`src/rtl/virtio_pkg.sv`:
```
// Shared types and legacy virtio layout constants for the queue-notify path.
package virtio_pkg;

    typedef enum logic [1:0] {
        ST_IDLE,
        ST_REQ,
        ST_WAIT,
        ST_EMIT
    } arb_state_e;

    localparam int PAGE_SHIFT             = 12;
    localparam int DESC_SIZE              = 16;
    localparam int AVAIL_IDX_OFF          = 2;
    localparam logic [7:0] QUEUE_NOTIFY_OFF = 8'h10;

    function automatic int idx_w(input int n);
        return (n > 1) ? $clog2(n) : 1;
    endfunction

endpackage

```
`src/rtl/virtio_rr_pick.sv`:
```
// Combinational round-robin picker: first set bit searched upward from ptr+1, wrapping at NUM_Q.
module virtio_rr_pick
    import virtio_pkg::*;
#(
    parameter int NUM_Q = 3,
    parameter int IDX_W = idx_w(NUM_Q)
) (
    input  logic [NUM_Q-1:0] pending,
    input  logic [IDX_W-1:0] ptr,
    output logic             found,
    output logic [IDX_W-1:0] idx
);

    int cand;

    always_comb begin
        found = 1'b0;
        idx   = '0;
        cand  = 0;
        for (int i = 1; i <= NUM_Q; i++) begin
            cand = int'(ptr) + i;
            if (cand >= NUM_Q) begin
                cand = cand - NUM_Q;
            end
            if (!found && pending[IDX_W'(cand)]) begin
                found = 1'b1;
                idx   = IDX_W'(cand);
            end
        end
    end

endmodule

```
`src/rtl/virtio_notify_arb.sv`:
```
// Turns queue-notify pulses into (qid, head, count) work items by fetching each
// queue's avail.idx from host memory, one outstanding read at a time.
module virtio_notify_arb
    import virtio_pkg::*;
#(
    parameter int NUM_Q  = 3,
    parameter int QSIZE  = 256,
    parameter int ADDR_W = 64
) (
    input  logic                clk,
    input  logic                rst,
    input  logic                drv_ok,
    input  logic                notify_valid,
    input  logic [15:0]         notify_qid,
    input  logic [NUM_Q*32-1:0] q_pfn,
    output logic                rd_req_valid,
    input  logic                rd_req_ready,
    output logic [ADDR_W-1:0]   rd_req_addr,
    input  logic                rd_rsp_valid,
    input  logic [15:0]         rd_rsp_data,
    output logic                work_valid,
    input  logic                work_ready,
    output logic [15:0]         work_qid,
    output logic [15:0]         work_head,
    output logic [15:0]         work_count,
    output logic                err_bad_qid
);

    localparam int IDX_W = idx_w(NUM_Q);
    localparam logic [ADDR_W-1:0] IDX_OFF = ADDR_W'(DESC_SIZE * QSIZE + AVAIL_IDX_OFF);

    arb_state_e        state_q, state_d;
    logic [NUM_Q-1:0]  pending_q, pending_d;
    logic [15:0]       last_idx_q [NUM_Q];
    logic [15:0]       last_idx_d [NUM_Q];
    logic [IDX_W-1:0]  grant_q, grant_d;
    logic [IDX_W-1:0]  cur_q, cur_d;
    logic [ADDR_W-1:0] addr_q, addr_d;
    logic [15:0]       head_q, head_d;
    logic [15:0]       count_q, count_d;
    logic [15:0]       new_idx_q, new_idx_d;
    logic              abort_q, abort_d;
    logic              err_q, err_d;

    logic              pick_found;
    logic [IDX_W-1:0]  pick_idx;
    logic [31:0]       pick_pfn;
    logic [15:0]       cur_last;
    logic [15:0]       rsp_delta;
    logic              notify_ok;

    virtio_rr_pick #(
        .NUM_Q (NUM_Q),
        .IDX_W (IDX_W)
    ) u_pick (
        .pending (pending_q),
        .ptr     (grant_q),
        .found   (pick_found),
        .idx     (pick_idx)
    );

    always_comb begin
        pick_pfn = '0;
        cur_last = '0;
        for (int q = 0; q < NUM_Q; q++) begin
            if (pick_idx == IDX_W'(q)) begin
                pick_pfn = q_pfn[32*q +: 32];
            end
            if (cur_q == IDX_W'(q)) begin
                cur_last = last_idx_q[q];
            end
        end
    end

    assign rsp_delta = rd_rsp_data - cur_last;
    assign notify_ok = notify_valid && drv_ok;

    always_comb begin
        state_d    = state_q;
        pending_d  = pending_q;
        last_idx_d = last_idx_q;
        grant_d    = grant_q;
        cur_d      = cur_q;
        addr_d     = addr_q;
        head_d     = head_q;
        count_d    = count_q;
        new_idx_d  = new_idx_q;
        abort_d    = abort_q;
        err_d      = err_q | (notify_ok && (notify_qid >= 16'(NUM_Q)));

        case (state_q)
            ST_IDLE: begin
                if (drv_ok && pick_found) begin
                    state_d = ST_REQ;
                    cur_d   = pick_idx;
                    grant_d = pick_idx;
                    addr_d  = (ADDR_W'(pick_pfn) << PAGE_SHIFT) + IDX_OFF;
                    abort_d = 1'b0;
                    for (int q = 0; q < NUM_Q; q++) begin
                        if (pick_idx == IDX_W'(q)) begin
                            pending_d[q] = 1'b0;
                        end
                    end
                end
            end
            ST_REQ: begin
                // A driver reset cannot retract a presented request; remember to drop its data.
                if (!drv_ok) begin
                    abort_d = 1'b1;
                end
                if (rd_req_ready) begin
                    state_d = ST_WAIT;
                end
            end
            ST_WAIT: begin
                if (!drv_ok) begin
                    abort_d = 1'b1;
                end
                if (rd_rsp_valid) begin
                    if (abort_q || !drv_ok) begin
                        state_d = ST_IDLE;
                    end else begin
                        head_d    = cur_last;
                        count_d   = rsp_delta;
                        new_idx_d = rd_rsp_data;
                        state_d   = (rsp_delta == 16'd0) ? ST_IDLE : ST_EMIT;
                    end
                end
            end
            ST_EMIT: begin
                if (!drv_ok) begin
                    state_d = ST_IDLE;
                end else if (work_ready) begin
                    for (int q = 0; q < NUM_Q; q++) begin
                        if (cur_q == IDX_W'(q)) begin
                            last_idx_d[q] = new_idx_q;
                        end
                    end
                    state_d = ST_IDLE;
                end
            end
            default: begin
                state_d = ST_IDLE;
            end
        endcase

        // Applied after the grant clear so a same-cycle notify re-arms the queue.
        for (int q = 0; q < NUM_Q; q++) begin
            if (notify_ok && (notify_qid == 16'(q))) begin
                pending_d[q] = 1'b1;
            end
        end

        if (!drv_ok) begin
            pending_d = '0;
            for (int q = 0; q < NUM_Q; q++) begin
                last_idx_d[q] = '0;
            end
        end
    end

    always_ff @(posedge clk or negedge rst) begin
        if (!rst) begin
            state_q    <= ST_IDLE;
            pending_q  <= '0;
            last_idx_q <= '{default: '0};
            grant_q    <= IDX_W'(NUM_Q - 1);
            cur_q      <= '0;
            addr_q     <= '0;
            head_q     <= '0;
            count_q    <= '0;
            new_idx_q  <= '0;
            abort_q    <= 1'b0;
            err_q      <= 1'b0;
        end else begin
            state_q    <= state_d;
            pending_q  <= pending_d;
            last_idx_q <= last_idx_d;
            grant_q    <= grant_d;
            cur_q      <= cur_d;
            addr_q     <= addr_d;
            head_q     <= head_d;
            count_q    <= count_d;
            new_idx_q  <= new_idx_d;
            abort_q    <= abort_d;
            err_q      <= err_d;
        end
    end

    assign rd_req_valid = (state_q == ST_REQ);
    assign rd_req_addr  = addr_q;
    assign work_valid   = (state_q == ST_EMIT) && drv_ok;
    assign work_qid     = 16'(cur_q);
    assign work_head    = head_q;
    assign work_count   = count_q;
    assign err_bad_qid  = err_q;

endmodule

```
`config.mk`:
```
export PLATFORM = sky130hd
export DESIGN_NAME = virtio_notify_arb
export DESIGN_NICKNAME = d
export VERILOG_FILES = /design/src/rtl/virtio_pkg.sv /design/src/rtl/virtio_rr_pick.sv /design/src/rtl/virtio_notify_arb.sv
export SDC_FILE = /design/constraint.sdc
export NUM_CORES = 1
export LEC_CHECK = 0
export ABC_AREA = 1
export BUFFER_PORTS_ARGS = -buffer_cell sky130_fd_sc_hd__buf_2
export CORE_MARGIN = 1
export CORE_UTILIZATION = 57
export CTS_CLUSTER_SIZE = 25
export DETAILED_ROUTE_END_ITERATION = 10
export PLACE_DENSITY_LB_ADDON = 0.05
export SYNTH_ARGS = -nofsm -noshare
export SYNTH_HDL_FRONTEND = slang
export SYNTH_SLANG_ARGS = --single-unit
```
`constraint.sdc`:
```
create_clock -name clk -period 10 [get_ports clk]
set_clock_uncertainty 0.2 [all_clocks]
set_input_delay 2 -clock clk [delete_from_list [all_inputs] [get_ports clk]]
set_output_delay 2 -clock clk [all_outputs]
set_load 0.01 [all_outputs]
```
### After elaboration in Yosys (flattened, before gate mapping)

Cells that the tools add are included.

| operators by class | value |
|---|---|
| mux-type cells | 50 |
| bitwise operators | 2 |
| equal/unequal tests | 28 |
| add/subtract/negate cells | 8 |
| shifts and indexed selects | 0 |
| magnitude comparators | 7 |
| multiply operators | 0 |
| divide/modulo/power cells | 0 |
| reductions and logical operators | 30 |

Operators by type and width:

| kind | count |
|---|---|
| 48-bit two-way mux | 3 |
| 16-bit two-way mux | 6 |
| 32-bit two-way mux | 3 |
| 44-bit by 13-bit adder with 45-bit output (second input constant) | 1 |
| 16-bit logical NOT | 2 |
| 3-bit by 1-bit != test with 1-bit output (second input constant) | 9 |
| 2-bit two-way mux | 13 |
| 3-bit AND reduction | 8 |
| 1-bit two-way mux | 17 |
| 16-bit by 1-bit equality test with 1-bit output (second input constant) | 1 |
| 16-bit by 2-bit equality test with 1-bit output (second input constant) | 1 |
| 16-bit by 2-bit greater-or-equal comparator with 1-bit output (second input constant) | 1 |
| 16-bit subtractor | 1 |
| 2-bit by 4-bit less-than comparator with 1-bit output (second input constant) | 3 |
| 2-bit by 1-bit != test with 1-bit output (second input constant) | 6 |
| 3-bit by 2-bit greater-or-equal comparator with 1-bit output (second input constant) | 3 |
| 1-bit logical AND | 9 |
| 3-bit two-way mux | 3 |
| 2-bit equality test (second input constant) | 4 |
| 2-bit case mux with 4 select lines | 1 |
| 2-bit by 2-bit adder with 3-bit output (second input constant) | 2 |
| 1-bit binary-select mux with 2-bit select | 3 |
| 2-bit by 1-bit equality test with 1-bit output (second input constant) | 3 |
| 2-bit logical NOT | 3 |
| 13 further kinds | 19 |

| word-level totals | value |
|---|---|
| register bits | 171 |
| memories kept | 0 |
| bits in writable memories | 0 |
| bits in latches | 0 |
| bits in read-only memories | 0 |
| output and inout bits | 115 |

### Logic depth before layout (Yosys ltp)

| depth | value |
|---|---|
| depth after elaboration | 19 |
| mapped depth | 26 |
| gate-level depth less buffers | 23 |

### Modules after synthesis

A second synthesis with hierarchy kept.

| second synthesis, totals | value |
|---|---|
| cells, all modules | 1197 |
| area, all modules | 8778.4 µm² |

Modules (own cells, without submodules):

| module | area each (µm²) | times used | sequential area each (µm²) | cells an instance |
|---|---|---|---|---|
| virtio_notify_arb | 8516.9 | 1 | 3504.6 | 1143 |
| virtio_rr_pick | 261.5 | 1 | 0.0 | 54 |

### Worst setup path before layout

No wires, ideal clock.

| timing | value |
|---|---|
| path type | input to output |
| from | input drv_ok |
| to | output work_valid |
| required time | 7.800 ns |
| arrival | 2.349 ns |
| cell stages on the path | 3 |
| setup slack | 5.451 ns |
| cell sequence | clkbuf_1 nand2_1 inv_1 |

| on the way | value |
|---|---|
| longest elaborated chain between the ends | 1 |

RTL lines:

| item | RTL line | source |
|---|---|---|
| start: declaration | virtio_notify_arb.sv:12 | `input logic drv_ok,` |
| 1-bit logical AND | virtio_notify_arb.sv:192 | `assign work_valid = (state_q == ST_EMIT) && drv_ok;` |
| end: declaration | virtio_notify_arb.sv:21 | `output logic work_valid,` |

No other way between the ends.

### Final worst setup path

Ends and elaborated chain as after synthesis.

==> flow_metrics.tcl <==
set metrics [dict create \
    tightest_slew_ns 1.19 \
    grt_first_pass_wirelength_microns 41200 \
    p_sw_uw 1800 \
    wl_microns 25700 \
    num_rows 46 \
    syn-cell-area_sq_mm 0.00929 \
    port_buffers 205 \
    power_density_mw_per_mm2 338 \
    io-pin-count 250 \
    worst_hold_slack_ns 0.273 \
    cts_root_buf "clkbuf_16" \
    max_cap_viol_count 0 \
    grtUsageTotal_pct 31.8 \
    clkPwrFrac_pct 19.2 \
    yosys_most_used_dff "dfrtp_1" \
    async_flop_share_pct 100 \
    clkSinkCount 140 \
    synth_top_area_share_pct 37.4 \
    cp_max_fo 25 \
    setup_tns_ns 0 \
    die_area_sq_mm 0.0168 \
    overflow 0 \
    h-tree-depth 4 \
    hold_violations 0 \
    ys_seq_elements 140 \
    internal-power_uw 1890 \
    synth_fa_ha_area_share_pct 2.77 \
    switching_share_pct 48.9 \
    synth_top_family_by_area "simple AND/OR/NAND/NOR gates" \
    first_pass_iters 6 \
    slowest_stage "buf_2" \
    yosysTopAreaCell "dfrtp_1" \
    max_freq_mhz 201 \
    period_share_pct 49.8 \
    hold_depth 1 \
    hpwlAfterDp_microns 19400 \
    leakage_uw 0.00612 \
    fin_nets 1697 \
    clk_pin_slew_ns 0.06 \
    cp_data_required_time_ns 7.80 \
    critPathBufInv 3 \
    crit_path_max_incr_delay_ns 0.43 \
    fillers 1455 \
    rsz0062_at_grt "no" \
    worst-r2r-setup-slack_ns 5.50 \
    drt-vias-per-instance 5.13 \
    avgSynthCellArea_sq_um 6.87 \
    synthTopCellsByCount "nand2_1, inv_1, dfrtp_1" \
    min_path_type "flop to flop" \
    peakVddDrop_mv 0.297 \
    yosys-top-cells-area "dfrtp_1, nand2_1, inv_1, o21ai_0, nand3_1" \
    critPathTopFamily "buffers and inverters" \
    combinationalPowerShare_pct 56.3 \
    area_growth_pct 17.7 \
    cts_setup_buffers 0 \
    synth-simple-area-share_pct 35.9 \
    routedWlPerCell_microns 14.5 \
    crit_arrival_ns 2.78 \
    yosysWarnings 0 \
    p_seq_share_pct 24.5 \
    slew_violations 0 \
    synth-edff-count 0 \
    worstSetupPathType "input pin to primary output" \
    holdBufCountCts 0 \
    insertedDiodeCount 0 \
    finalPower_uw 3690 \
    vias 9090 \
    r2r-end "rd_req_addr[34]" \
    clock_latency_ns 0.43 \
    clock_path_buffers 2 \
    synth_cell_types 47 \
    r2r-start "grant_q[0]" \
    ant_nets 0 \
    start_kind "input pin" \
    place_congestion 0.944 \
    layout.area.seq_sq_mm 0.00350 \
    finalSetupViolations 0 \
    core_sq_mm 0.0159 \
    status "finished, final reports clean" \
    maxSlewHeadroom_pct 20.5 \
    cts_tree "done" \
    multi_input_area_sq_mm 0.00483 \
    antenna_found_initial 0 \
    drive_gt1_share_pct 20.2 \
    yosysSeqAreaShare_pct 37.7 \
    dr.first_iter.drc_count 550 \
    cts_buffers 17 \
    period_needed_ns 4.98 \
    yosysMostFrequentCell "nand2_1" \
    reg2regPathDepth 19 \
    die_x_microns 130 \
    synth_xor_area_share_pct 1.79 \
    cp_common_cell "buf_2" \
    die_h_microns 130 \
    start_util_pct 58.5 \
    hold_end "rd_req_addr[1]" \
    ctsResizeCount 0 \
    drc 0 \
    cp-end-kind "primary output" \
    worstPathCellList "buf_2 -> nand2_1 -> inv_1 -> buf_2" \
    synth_mux_area_share_pct 1.45 \
    grt_pass1_vias 8494 \
    synthCells 1352 \
    min_from "rd_req_addr[1]" \
    synth_compound_area_share_pct 8.17 \
    grt_max_degree 76 \
]
## layout by cell type (no fill, tap or decap), types with 3 or more instances in the layout
cell / n
nand3_2: 11
inv_1: 153
conb_1: 44
xnor2_1: 3
xor2_1: 16
ha_1: 19
nor3_1: 8
nand3_1: 81
nor2_4: 4
o22ai_1: 8
inv_6: 3
o211ai_1: 3
nand4_1: 19
nor2_2: 15
nand3b_1: 8
o21ai_1: 4
clkbuf_16: 17
or2_2: 3
buf_2: 204
inv_2: 4
nor2_1: 100
bufinv_16: 5
buf_4: 6
a21oi_1: 21
o21a_1: 3
mux2_2: 12
nand2_1: 509
dfrtp_1: 139
clkinv_4: 4
nor4_1: 3
nand2_2: 13
o21ai_0: 88
## power groups by stage
stage	Combinational [uW]	Sequential [uW]	Clock, uW
floorplan	1490	937	0
global placement	2040	905	0
detailed placement	2070	907	0
CTS	2080	902	713
global route	2360	926	734
finish	2080	903	708
## layout make-up
| cell class | instances | area share, % |
|---|---|---|
| well taps | 216 | 2.47 |
| repair buffers | 211 | 9.85 |
| flip-flops and latches | 140 | 32.0 |
| clock buffers | 17 | 3.89 |
| inverters | 158 | 5.45 |
| clock inverters | 15 | 2.15 |
| multi-input cells | 1014 | 44.1 |
## metrics by stage
stage / cells / util [%] / area (sq um) / setup slack (ns)
floorplan: 1395 / - / 9460 / 5.45
global placement: 1739 / 64.7 / 10300 / 5.07
finish: 1771 / 68.8 / 10900 / 5.02
CTS: 1771 / 68.8 / 10900 / 5.02
global route: 1771 / 68.8 / 10900 / 4.94
detailed placement: 1739 / 64.7 / 10300 / 5.03
## worst max path at each step
stage,start,depth (start not counted),endpoint,slack (ns)
after detailed placement,drv_ok,4,work_valid,5.03
after global routing,drv_ok,4,work_valid,4.94
after floorplan,drv_ok,3,work_valid,5.45
after global placement,drv_ok,4,work_valid,5.07
after CTS,drv_ok,4,work_valid,5.02
final,drv_ok,4,work_valid,5.02
## kinds of logic (layout without fill, tap and decap cells)
logic type	after synthesis	after routing
other	1	44
AND/OR/NAND/NOR	780	780
XOR/XNOR	19	19
AO/OA/AOI/OAI	139	139
flip-flops	140	140
multiplexers	12	12
buffers and inverters	241	401
adder cells (fa/ha/maj)	20	20
## sequential cells by signal, summed over array words and instances (netlist names)
name and flops:
abort_q 1, cur_q 1, err_bad_qid 1, grant_q 2, last_idx_q 48, new_idx_q 16
pending_q 3, rd_req_addr 34, state_q 2, work_count 16, work_head 16
## layer usage
layer | track usage (%) | wire length [microns] | vias up | share of wire (%)
met5 | 0 | 0 | - | 0
met2 | 57.6 | 13200 | 344 | 51
met3 | 4.63 | 1310 | 67 | 5.1
met1 | 36.4 | 10200 | 4137 | 39
met4 | 16.4 | 1070 | 0 | 4.2
li1 | - | - | 4542 | -
## worst register-to-register path, cell delays in order, from the launching register on
cell     delay [ns]
dfrtp_1        0.66
inv_1          0.37
ha_1           0.61
inv_4          0.10
nand2_1        0.07
nand3_1        0.07
a31oi_2        0.24
nand2_4        0.27
inv_2          0.30
or2_2          0.16
nand2_1        0.04
nor2_1         0.20
ha_1           0.28
inv_1          0.10
nor3_1         0.41
nand2_1        0.10
nand2_1        0.07
nand2_1        0.05
nand2_1        0.05
nand2_1        0.05
Power figures use the tool's default switching activity.
